<file path="config.mk">
export PLATFORM = sky130hd
export DESIGN_NAME = fetch_unit
export DESIGN_NICKNAME = d
export VERILOG_FILES = /design/src/rtl/fetch_unit_pkg.sv /design/src/rtl/fetch_unit.sv
export SDC_FILE = /design/constraint.sdc
export NUM_CORES = 1
export LEC_CHECK = 0
export CELL_PAD_IN_SITES_DETAIL_PLACEMENT = 0
export CELL_PAD_IN_SITES_GLOBAL_PLACEMENT = 1
export CORE_ASPECT_RATIO = 0.75
export CORE_MARGIN = 4
export CORE_UTILIZATION = 32
export DETAILED_ROUTE_END_ITERATION = 6
export PLACE_DENSITY_LB_ADDON = 0.1
export SYNTH_ARGS = -nofsm -noshare
export SYNTH_HDL_FRONTEND = slang
export SYNTH_SLANG_ARGS = --single-unit
export TNS_END_PERCENT = 5
</file>
<file path="constraint.sdc">
create_clock -name clk -period 4.9 [get_ports clk]
set_clock_uncertainty 0.2 [all_clocks]
set_input_delay 0.735 -clock clk [delete_from_list [all_inputs] [get_ports clk]]
set_output_delay 0.735 -clock clk [all_outputs]
set_load 0.03 [all_outputs]
</file>
<file path="src/rtl/fetch_unit_pkg.sv">
// fetch_unit_pkg: shared types and constants for the RV32I fetch stage.
//   XLEN          datapath width
//   NOP_INSTR     bubble instruction (addi x0,x0,0)
//   fetch_state_t fetch FSM states
package fetch_unit_pkg;

   localparam int XLEN = 32;

   localparam logic [XLEN-1:0] NOP_INSTR = 32'h0000_0013;

   typedef enum logic [1:0] {
      IDLE = 2'd0,   // request outstanding on the bus (imem_req high)
      WAIT = 2'd1,   // request accepted, waiting for the response
      KILL = 2'd2,   // accepted request went stale; swallow its response
      HOLD = 2'd3    // response captured during a stall, parked in hold_q
   } fetch_state_t;

endpackage

</file>
<file path="src/rtl/fetch_unit.sv">
// fetch_unit: instruction-fetch stage. Keeps the fetch PC, issues one
// instruction-memory request at a time and hands InstrF/PCF/PCPlus4F to IF/ID.
//
// Ports
//   clk, rst            clock; asynchronous active-low reset
//   StallF              hazard stall: hold PC, do not consume an instruction
//   PCSrcE, PCTargetE   redirect from Execute (wins over StallF)
//   imem_req/addr       request valid / address (address is always PCF)
//   imem_ready          memory accepts the request this cycle
//   imem_rvalid/rdata   response valid / instruction word
//   InstrF, FetchValidF instruction for IF/ID (NOP_INSTR when not valid)
//   PCF, PCPlus4F       PC of InstrF and PC + 4
//   InstrMisalignF      only with FETCH_ALIGN_CHECK_EN: last redirect target
//                       was not word aligned; fetching is suspended
//
// Build option: define FETCH_ALIGN_CHECK_EN to enable the misalignment trap.
// Without it the low two target bits are forced to zero on redirect.
module fetch_unit
   import fetch_unit_pkg::*;
#(
   parameter logic [XLEN-1:0] RESET_PC  = 32'h0000_0000,
   parameter logic [XLEN-1:0] NOP_INSTR = fetch_unit_pkg::NOP_INSTR
) (
   input  logic            clk,
   input  logic            rst,
   input  logic            StallF,
   input  logic            PCSrcE,
   input  logic [XLEN-1:0] PCTargetE,
   output logic            imem_req,
   output logic [XLEN-1:0] imem_addr,
   input  logic            imem_ready,
   input  logic            imem_rvalid,
   input  logic [XLEN-1:0] imem_rdata,
   output logic [XLEN-1:0] InstrF,
   output logic [XLEN-1:0] PCF,
   output logic [XLEN-1:0] PCPlus4F,
   output logic            FetchValidF
`ifdef FETCH_ALIGN_CHECK_EN
   ,
   output logic            InstrMisalignF
`endif
);

   fetch_state_t    state, stateNext;
   logic [XLEN-1:0] pc_q, pcNext, hold_q, redirPc;
   logic            advance, capture, misalign;

`ifdef FETCH_ALIGN_CHECK_EN
   logic misalign_q;

   assign redirPc        = PCTargetE;
   assign misalign       = misalign_q;
   assign InstrMisalignF = misalign_q;

   // Every redirect re-evaluates alignment, so a good target clears the trap.
   always_ff @(posedge clk or negedge rst) begin
      if (!rst)        misalign_q <= 1'b0;
      else if (PCSrcE) misalign_q <= |PCTargetE[1:0];
   end
`else
   logic unusedTgtLo;

   assign unusedTgtLo = ^PCTargetE[1:0];
   assign redirPc     = {PCTargetE[XLEN-1:2], 2'b00};
   assign misalign    = 1'b0;
`endif

   assign PCF       = pc_q;
   assign PCPlus4F  = pc_q + 32'd4;
   assign imem_addr = pc_q;

   always_comb begin
      stateNext   = state;
      advance     = 1'b0;
      capture     = 1'b0;
      imem_req    = 1'b0;
      InstrF      = NOP_INSTR;
      FetchValidF = 1'b0;
      case (state)
         IDLE: begin
            imem_req = rst & ~misalign;
            // A redirect does not withdraw the request; if it is accepted
            // anyway, its response belongs to the old path and must be killed.
            if (PCSrcE)                      stateNext = (imem_req && imem_ready) ? KILL : IDLE;
            else if (imem_req && imem_ready) stateNext = WAIT;
         end
         WAIT: begin
            if (imem_rvalid) begin
               if (PCSrcE) begin
                  stateNext = IDLE;
               end else if (StallF) begin
                  capture   = 1'b1;
                  stateNext = HOLD;
               end else begin
                  InstrF      = imem_rdata;
                  FetchValidF = 1'b1;
                  advance     = 1'b1;
                  stateNext   = IDLE;
               end
            end else if (PCSrcE) begin
               stateNext = KILL;
            end
         end
         KILL: begin
            if (imem_rvalid) stateNext = IDLE;
         end
         HOLD: begin
            if (PCSrcE) begin
               stateNext = IDLE;
            end else if (!StallF) begin
               InstrF      = hold_q;
               FetchValidF = 1'b1;
               advance     = 1'b1;
               stateNext   = IDLE;
            end
         end
         default: stateNext = IDLE;
      endcase
   end

   // Redirect outranks advance in every state.
   assign pcNext = PCSrcE  ? redirPc       :
                   advance ? pc_q + 32'd4  : pc_q;

   always_ff @(posedge clk or negedge rst) begin
      if (!rst) begin
         state  <= IDLE;
         pc_q   <= RESET_PC;
         hold_q <= '0;
      end else begin
         state <= stateNext;
         pc_q  <= pcNext;
         if (capture) hold_q <= imem_rdata;
      end
   end

endmodule
</file>
==> flow_summary.json, run 1 <==
{
  "status": "finished clean",
  "max_freq_mhz": 250,
  "max_slew_margin_pct": 42.8,
  "via_per_inst": 5.16,
  "crit_start": "PCF[5]",
  "crit_end": "PCPlus4F[27]",
  "clock-root-buffer": "clkbuf_16",
  "place.gp.congestion": 0.775,
  "fin_ws_ns": 0.896,
  "finalInstanceArea_sq_mm": 0.00618,
  "mostFrequentLayoutCell": "clkdlybuf4s50_1",
  "peakVddDrop_mv": 0.183,
  "r2r-start": "PCF[2]",
  "dr_total_vias": 3766,
  "top_level_ports": 200,
  "hold_ws_ns": 0.304,
  "crit_buf_inv": 1,
  "worst_pin_slew_ns": 0.858,
  "worst-path-max-fanout": 8,
  "dieWidth_microns": 138,
  "cp_num_cells": 6,
  "die_area_sq_mm": 0.0146,
  "synth_cells": 408,
  "die_y_microns": 106,
  "internal_power_mw": 1.40,
  "drive_gt1_share_pct": 11.9,
  "cts_tree": "done",
  "cts_hold_buf": 0,
  "drc": 0,
  "hold_viol": 0,
  "final_nets": 630,
  "coreArea_sq_mm": 0.0124,
  "place_area_sq_mm": 0.00585,
  "syn_area_sq_mm": 0.00408,
  "drv_cap": 0,
  "cp_slowest_cell": "clkdlybuf4s50_1",
  "clock-sinks": 64,
  "r2r_slack_ns": 2.22,
  "cp_top_family": "simple AND/OR/NAND/NOR gates",
  "clk_pin_slew_worst_paths_ns": 0.06,
  "start_util_pct": 32.9,
  "slew_viol_final": 0,
  "cts-resized-gates": 0,
  "p_sw_share_pct": 30.8,
  "finalSetupViolCount": 0,
  "p_leak_nw": 2.50,
  "drt_iter0_markers": 228,
  "globalRouteTotalUtil_pct": 18.1,
  "stdcell_count": 730,
  "pwr_density_cell_mw_per_mm2": 328,
  "place_inst": 714,
  "numPortBuffers": 191,
  "dp_slack_ns": 0.965,
  "grt_max_degree": 65,
  "post-route-period-util_pct": 81.7,
  "synthDistinctLibCells": 48,
  "r2r_end": "PCF[28]",
  "htreeDepth": 3,
  "synthArstFlopShare_pct": 100,
  "period_needed_ns": 4.00,
  "crit_path_start_kind": "flip-flop",
  "pwr-share-seq_pct": 36.2,
  "syn_to_final_growth_pct": 51.5,
  "clockBufferDepth": 2,
  "antenna_left": 0,
  "yosysWarnings": 0,
  "crit_type": "reg2out",
  "fin_setup_tns_ns": 0,
  "routed_wl_mm": 13.2,
  "worstPathArrival_ns": 3.07,
  "place_hpwl_mm": 9.67,
  "cp.required_ns": 3.96,
  "ys.flop_type": "dfrtp_1",
  "first_pass_iters": 5,
  "final_cell_mix": "189 x clkdlybuf4s50_1, 64 x dfrtp_1, 33 x nand2_1, 33 x mux2_2, 32 x a22o_1",
  "p_sw_mw": 0.626,
  "antenna_found_initial": 0,
  "rsz0062_at_grt": "no",
  "row_count": 35,
  "cts_buffers": 9,
  "p_clk_share_pct": 35.1,
  "power_frac_comb_pct": 28.7,
  "yosysSeqAreaShare_pct": 39.2,
  "first_global_vias": 3808,
  "r2r.worst_path.cells": 6,
  "grt_overflow_total": 0,
  "clkLatencyLatePin_ns": 0.33,
  "cts_setup_buffers": 0,
  "critPathMaxStageDelay_ns": 0.71,
  "path_cells": "nand4_4 -> nor3_1 -> nand2_1 -> nor2_1 -> xor2_1 -> clkdlybuf4s50_1",
  "grt_pass1_wl_mm": 21.4,
  "avgSynthCellArea_sq_um": 10.0,
  "routedWlPerCell_microns": 18.0,
  "min_path_type": "reg2reg",
  "ys_ff_latch": 64,
  "cp-end-kind": "output pin",
  "synth_edf_count": 0,
  "n_antenna_cell": 0
}
## per-stage QoR
step,utilization [%],power [mW]
floorplan,-,1.09
detailed placement,47.2,1.33
finish,49.9,2.03
global route,49.9,2.13
CTS,49.9,2.06
global placement,47.2,1.32
## cell families after synthesis
family | synth area share [%]
and+or+nand+nor | 15.4
AOI/OAI and AO/OA | 18.7
buffers and inverters | 10.7
DFF | 39.2
muxes | 9.35
xor gates and xnor gates | 6.22
adders and majority gates | 0.307
other | 0.0919
## state kept, by name, indices dropped and copies added (netlist names)
register / count
hold_q: 32
PCF: 30
state: 2
## worst register-to-register path, delay by kind of cell, from the launching register on
kind / cells / cell delay [ns]
AOI/OAI and AO/OA: 2 / 0.60
DFF: 1 / 0.49
adders and majority gates: 1 / 0.34
and+or+nand+nor: 3 / 0.93
## layer usage
metal	wire (microns)	global-route usage, %
met5	0	0
met4	87	4.02
met2	5840	26.8
met3	948	6.21
met1	6290	25.4
## how the worst min path moves through the flow
stage,startpoint,depth (start not counted),slack (ns),end
2_1_floorplan,rst,0,0.24,PCF[10]
6_report,hold_q[21],1,0.30,hold_q[21]
3_3_place_gp,hold_q[3],1,0.29,hold_q[3]
5_1_grt,hold_q[21],1,0.31,hold_q[21]
4_1_cts,hold_q[22],1,0.31,hold_q[22]
3_5_place_dp,hold_q[22],1,0.30,hold_q[22]
## power groups by stage
stage,clock (mW),sequential [mW],combinational [mW]
after CTS,0.734,0.736,0.590
after detailed placement,0,0.744,0.588
final,0.713,0.734,0.583
after floorplan,0,0.758,0.336
after global placement,0,0.737,0.583
after global routing,0.757,0.754,0.621
## cells in the mapped netlist (6+ instances only)
master,number,share of area [%]
nand2_1,33,3.0
mux2_2,33,9.1
a221o_1,10,2.5
clkbuf_1,15,1.4
xnor2_1,18,3.9
nand4_1,7,1.1
buf_4,38,7.0
a22o_1,32,6.9
o21ai_0,15,1.8
or3_1,6,0.92
a21o_1,6,1.1
xor2_1,11,2.4
nor3_1,8,0.98
nand3_1,20,2.5
nor2_1,21,1.9
dfrtp_1,64,39
o311ai_0,10,2.1
## final cells by class
| class | instances | area, sq um |
|---|---|---|
| repair buffers | 197 | 1950 |
| fillers | 1159 | 6210 |
| well taps | 166 | 208 |
| inverters | 6 | 22.5 |
| clock inverters | 2 | 60.1 |
| flip-flops and latches | 64 | 1600 |
| clock buffers | 14 | 274 |
| multi-input cells | 281 | 2070 |
No activity file was read; power rests on OpenSTA's default activity.
==> inputs of run 2 (changes only) <==
--- a/config.mk
+++ b/config.mk
@@ -9,7 +9,7 @@
 export CELL_PAD_IN_SITES_GLOBAL_PLACEMENT = 1
 export CORE_ASPECT_RATIO = 0.75
 export CORE_MARGIN = 4
-export CORE_UTILIZATION = 32
+export CORE_UTILIZATION = 27
 export DETAILED_ROUTE_END_ITERATION = 6
 export PLACE_DENSITY_LB_ADDON = 0.1
 export SYNTH_ARGS = -nofsm -noshare
==> constraint.sdc (replaced) <==
create_clock -name clk -period 3.47 [get_ports clk]
set_clock_uncertainty 0.2 [all_clocks]
set_input_delay 0.5205 -clock clk [delete_from_list [all_inputs] [get_ports clk]]
set_output_delay 0.5205 -clock clk [all_outputs]
set_load 0.03 [all_outputs]
==> run 2 against run 1 <==
  * Sequential share of layout area is 0.54 points lower
  * Combinational power is 51% higher
  * Sequential power is 39% higher
  * First-iteration DRC count is 27% lower
  * Cell area is 2.1% higher
  * Flip-flop and latch count stayed put
  * Critical path type unchanged
==> flow_summary.json, run 2 (synthesis gave the netlist of run 1 again) <==
{
  "hold_ws_ns": 0.0924,
  "peakVddDrop_mv": 0.234,
  "max_slew_margin_pct": 20.1,
  "max_freq_mhz": 293,
  "rsz0062_at_grt": "yes",
  "globalRouteTotalUtil_pct": 16.8,
  "dp_slack_ns": 0.199,
  "start_util_pct": 27.9,
  "routedWlPerCell_microns": 18.4,
  "coreArea_sq_mm": 0.0146,
  "status": "finished clean",
  "cts_tree": "done",
  "n_antenna_cell": 0,
  "numPortBuffers": 191,
  "clockBufferDepth": 2,
  "routed_wl_mm": 14.4,
  "clock-sinks": 64,
  "finalSetupViolCount": 0,
  "worst_pin_slew_ns": 1.20,
  "crit_path_start_kind": "flip-flop",
  "p_total_mw": 2.88,
  "clkLatencyLatePin_ns": 0.33,
  "antenna_left": 0,
  "cp-end-kind": "output pin",
  "min_path_type": "in2async",
  "place_inst": 765,
  "row_count": 38,
  "first_global_vias": 3951,
  "path_cells": "ha_1 -> nand4_1 -> nor2_4 -> nand4_1 -> xnor2_1 -> clkdlybuf4s50_1",
  "worstPathArrival_ns": 2.69,
  "grt_pass1_wl_mm": 22.6,
  "dieWidth_microns": 150,
  "period_needed_ns": 3.41,
  "drt_iter0_markers": 167,
  "via_per_inst": 4.82,
  "cp_top_family": "simple AND/OR/NAND/NOR gates",
  "antenna_found_initial": 0,
  "place.gp.congestion": 0.786,
  "cp.required_ns": 2.75,
  "critPathMaxStageDelay_ns": 0.70,
  "drc": 0,
  "stdcell_count": 781,
  "drive_gt1_share_pct": 20.7,
  "post-route-period-util_pct": 98.4,
  "die_y_microns": 114,
  "grt_overflow_total": 0,
  "worst-path-max-fanout": 8,
  "cts_hold_buf": 0,
  "clk_pin_slew_worst_paths_ns": 0.06,
  "drv_cap": 0,
  "dr_total_vias": 3766,
  "place_hpwl_mm": 10.7,
  "slew_viol_final": 0,
  "fin_ws_ns": 0.0562,
  "grt_max_degree": 35,
  "syn_to_final_growth_pct": 54.8,
  "p_leak_nw": 2.74,
  "hold_viol": 0,
  "pwr_density_cell_mw_per_mm2": 456,
  "crit_type": "reg2out",
  "crit_buf_inv": 1,
  "clock-root-buffer": "clkbuf_16",
  "final_nets": 647,
  "die_area_sq_mm": 0.0172,
  "cts_buffers": 9,
  "mostFrequentLayoutCell": "clkdlybuf4s50_1",
  "crit_top_cell": "nand4_1",
  "largest_reg_flops": 32,
  "first_pass_iters": 4,
  "htreeDepth": 3,
  "top_level_ports": 200,
  "regMostFlops": "hold_q",
  "post-route-util_pct": 43.1,
  "cp_slowest_cell": "clkdlybuf4s50_1",
  "final_cell_mix": "146 x clkdlybuf4s50_1, 64 x dfrtp_1, 54 x buf_4"
}
-- run 2: cell count changes in the layout (fill, tap and decap cells not counted), moves of 3 or more --
cell	change
clkdlybuf4s50_1	-43
dlygate4sd2_1	+3
buf_12	+3
dlymetal6s2s_1	+7
clkbuf_8	-3
buf_4	+47
-- run 2: repair_timing --
| item | in CTS | in global routing |
|---|---|---|
| gates cloned | 0 | 0 |
| resized for setup | 4 | 8 |
| setup buffers | 0 | 0 |
| pin swaps | 0 | 0 |
| endpoints found under the setup margin | 5 | 10 |
-- run 2: layout make-up --
cell class | instances | area, sq um
Timing Repair Buffer | 214 | 2050
Clock inverter | 7 | 95.1
Sequential cell | 64 | 1600
Clock buffer | 9 | 225
Multi-Input combinational cell | 281 | 2080
Inverter | 6 | 22.5
Fill cell | 1481 | 8330
Tap cell | 200 | 250
-- run 2: through the flow --
stage	TNS [ns]	area, sq um
floorplan	0	4100
global placement	0	5980
detailed placement	0	5980
CTS	0	6290
global route	-0.231	6320
finish	0	6320
-- run 2: power breakdown --
| group | leakage (nW) | switching, mW | internal [mW] | total, mW |
|---|---|---|---|---|
| Sequential | 0.804 | 0.122 | 0.894 | 1.02 |
| Clock | 0.156 | 0.354 | 0.630 | 0.983 |
| Combinational | 1.78 | 0.458 | 0.420 | 0.879 |
| Total | 2.74 | 0.934 | 1.94 | 2.88 |
-- run 2: final timing paths --
kind                             from           end  slack (ns)  cells past startpoint
max in group asynchronous         rst       PCF[19]        2.13                      3
setup reg to reg               PCF[2]       PCF[28]        0.93                      7
min in group clk           hold_q[30]    hold_q[30]        0.31                      1
setup / recovery               PCF[2]  PCPlus4F[26]        0.06                      6
hold reg to reg            hold_q[30]    hold_q[30]        0.31                      1
hold / removal                    rst    hold_q[31]        0.09                      2
-- run 2: metal layers --
| metal | part of all wire, % | GRT usage, % |
|---|---|---|
| met5 | 0 | 0 |
| met4 | 1.4 | 4.08 |
| met3 | 6.1 | 4.83 |
| met2 | 45 | 25.4 |
| met1 | 47 | 23.6 |
==> inputs of run 3 (changes only) <==
--- a/config.mk
+++ b/config.mk
@@ -9,7 +9,7 @@
 export CELL_PAD_IN_SITES_GLOBAL_PLACEMENT = 1
 export CORE_ASPECT_RATIO = 0.75
 export CORE_MARGIN = 4
-export CORE_UTILIZATION = 27
+export CORE_UTILIZATION = 32
 export DETAILED_ROUTE_END_ITERATION = 6
 export PLACE_DENSITY_LB_ADDON = 0.1
 export SYNTH_ARGS = -nofsm -noshare
==> constraint.sdc (replaced) <==
create_clock -name clk -period 4 [get_ports clk]
set_clock_uncertainty 0.2 [all_clocks]
set_input_delay 0.6 -clock clk [delete_from_list [all_inputs] [get_ports clk]]
set_output_delay 0.6 -clock clk [all_outputs]
set_load 0.03 [all_outputs]
==> run 3 against run 2 <==
  * Cell area down 2.9%
  * Global-route usage up 1.3 points
  * Utilization up 6.4 points
  * Worst setup slack better by 0.14 ns
  * Combinational power down 19%
  * Largest cell class unchanged
  * Largest power group unchanged
==> flow_summary.json, run 3 (synthesis gave the netlist of run 1 again) <==
{
  "pwr_density_cell_mw_per_mm2": 404,
  "critPathMaxStageDelay_ns": 0.69,
  "cp_num_cells": 5,
  "hold_ws_ns": 0.306,
  "first_global_vias": 3866,
  "place_hpwl_mm": 9.60,
  "largest_reg_flops": 32,
  "r2r-start": "PCF[2]",
  "fin_ws_ns": 0.194,
  "syn_to_final_growth_pct": 50.4,
  "crit_type": "reg2out",
  "mostFrequentLayoutCell": "clkdlybuf4s50_1",
  "place.gp.congestion": 0.771,
  "period_needed_ns": 3.81,
  "max_freq_mhz": 263,
  "hold_viol": 0,
  "min_path_type": "reg2reg",
  "clockBufferDepth": 2,
  "crit_buf_inv": 1,
  "path_cells": "nand4_4 -> or3_1 -> nor4_4 -> xor2_1 -> clkdlybuf4s50_1",
  "peakVddDrop_mv": 0.190,
  "slew_viol_final": 0,
  "cts_hold_buf": 0,
  "regMostFlops": "hold_q",
  "place_area_sq_mm": 0.00578,
  "num-fill-cells": 1185,
  "antenna_found_initial": 0,
  "routedWlPerCell_microns": 18.1,
  "antenna_left": 0,
  "start_util_pct": 32.9,
  "dieWidth_microns": 138,
  "dr_total_vias": 3733,
  "grt_overflow_total": 0,
  "globalRouteTotalUtil_pct": 18.0,
  "multi_input_area_sq_mm": 0.00207,
  "drt_iter0_markers": 242,
  "cp.required_ns": 3.20,
  "p_leak_nw": 2.59,
  "clkLatencyLatePin_ns": 0.33,
  "cp_slowest_cell": "clkdlybuf4s50_1",
  "coreArea_sq_mm": 0.0124,
  "r2r_end": "PCF[18]",
  "numPortBuffers": 191,
  "cts_buffers": 9,
  "cp-end-kind": "output pin",
  "crit_start": "PCF[5]",
  "crit_path_start_kind": "flip-flop",
  "clock-sinks": 64,
  "r2r_slack_ns": 1.31,
  "first_pass_iters": 4,
  "die_y_microns": 106,
  "cp_top_family": "simple AND/OR/NAND/NOR gates",
  "row_count": 35,
  "htreeDepth": 3,
  "drive_gt1_share_pct": 18.2,
  "crit_end": "PCPlus4F[29]",
  "regArea_sq_mm": 0.00160,
  "final_nets": 633,
  "via_per_inst": 5.09,
  "grt_pass1_wl_mm": 21.4,
  "status": "finished clean",
  "drc": 0,
  "finalInstanceArea_sq_mm": 0.00614,
  "r2r.worst_path.cells": 7,
  "top_level_ports": 200,
  "worstPathArrival_ns": 3.01,
  "finalSetupViolCount": 0,
  "grt_max_degree": 65,
  "fin_setup_tns_ns": 0,
  "final_cell_mix": "158 x clkdlybuf4s50_1, 64 x dfrtp_1, 40 x buf_4",
  "drv_cap": 0,
  "cts_tree": "done",
  "routed_wl_mm": 13.3,
  "worst_pin_slew_ns": 0.855,
  "post-route-period-util_pct": 95.2,
  "max_slew_margin_pct": 43.0,
  "n_antenna_cell": 0,
  "worst-path-max-fanout": 9,
  "dp_slack_ns": 0.445,
  "die_area_sq_mm": 0.0146,
  "clk_pin_slew_worst_paths_ns": 0.06,
  "clock-root-buffer": "clkbuf_16"
}
==> run 3: changes by cell type in the layout (fill, tap and decap cells not counted), moves of 2 or more <==
cell | previous run | this run
buf_12 | 3 | 0
buf_4 | 54 | 40
clkbuf_8 | 0 | 2
clkdlybuf4s50_1 | 146 | 158
dlygate4sd2_1 | 3 | 0
dlymetal6s2s_1 | 7 | 1
==> run 3: how the worst min path moves through the flow <==
| stage | depth (start not counted) | startpoint | slack (ns) | end |
|---|---|---|---|---|
| 3_3_place_gp | 1 | hold_q[16] | 0.29 | hold_q[16] |
| 4_1_cts | 1 | hold_q[13] | 0.31 | hold_q[13] |
| 3_5_place_dp | 1 | hold_q[13] | 0.30 | hold_q[13] |
| 2_1_floorplan | 0 | rst | 0.10 | PCF[10] |
| 5_1_grt | 1 | hold_q[24] | 0.32 | hold_q[24] |
| 6_report | 1 | hold_q[13] | 0.31 | hold_q[13] |
==> run 3: power breakdown <==
group	leakage [nW]	internal, mW	switching [mW]
logic	1.62	0.346	0.368
clock network	0.165	0.578	0.288
registers	0.804	0.776	0.123
==> run 3: repair_timing <==
item,4_1_cts,5_1_grt
setup buffers,0,2
gates resized for setup,0,2
endpoints found under the setup margin,0,6
==> run 3: worst register-to-register path, cell delays in order (launching register included) <==
cell,delay [ns]
dfrtp_1,0.48
ha_1,0.34
nand4_1,0.24
nor4_4,0.41
buf_4,0.19
nand3_1,0.14
o311ai_0,0.34
o311ai_0,0.18
==> run 3: metrics by stage <==
stage                     utilization (%)  std cells  power, mW
after floorplan                         -        413       1.34
after global placement               46.7        715       1.62
after detailed placement             46.7        715       1.63
after CTS                            49.3        731       2.51
after global routing                 49.5        733       2.60
final                                49.5        733       2.48
==> run 3: cell type report <==
type | count | area share [%]
multi-input cells | 281 | 33.8
repair buffers | 200 | 30.9
flip-flops and latches | 64 | 26.1
clock buffers | 11 | 4.12
well taps | 166 | 3.38
clock inverters | 5 | 1.28
inverters | 6 | 0.367
==> run 3: routing by layer <==
metal | GRT usage, % | part of all wire (%) | vias to the layer above
met5 | 0 | 0 | -
met4 | 3.39 | 0.54 | 0
met3 | 5.94 | 7.8 | 7
met2 | 27.7 | 45 | 141
met1 | 25.0 | 47 | 1804
li1 | - | - | 1781
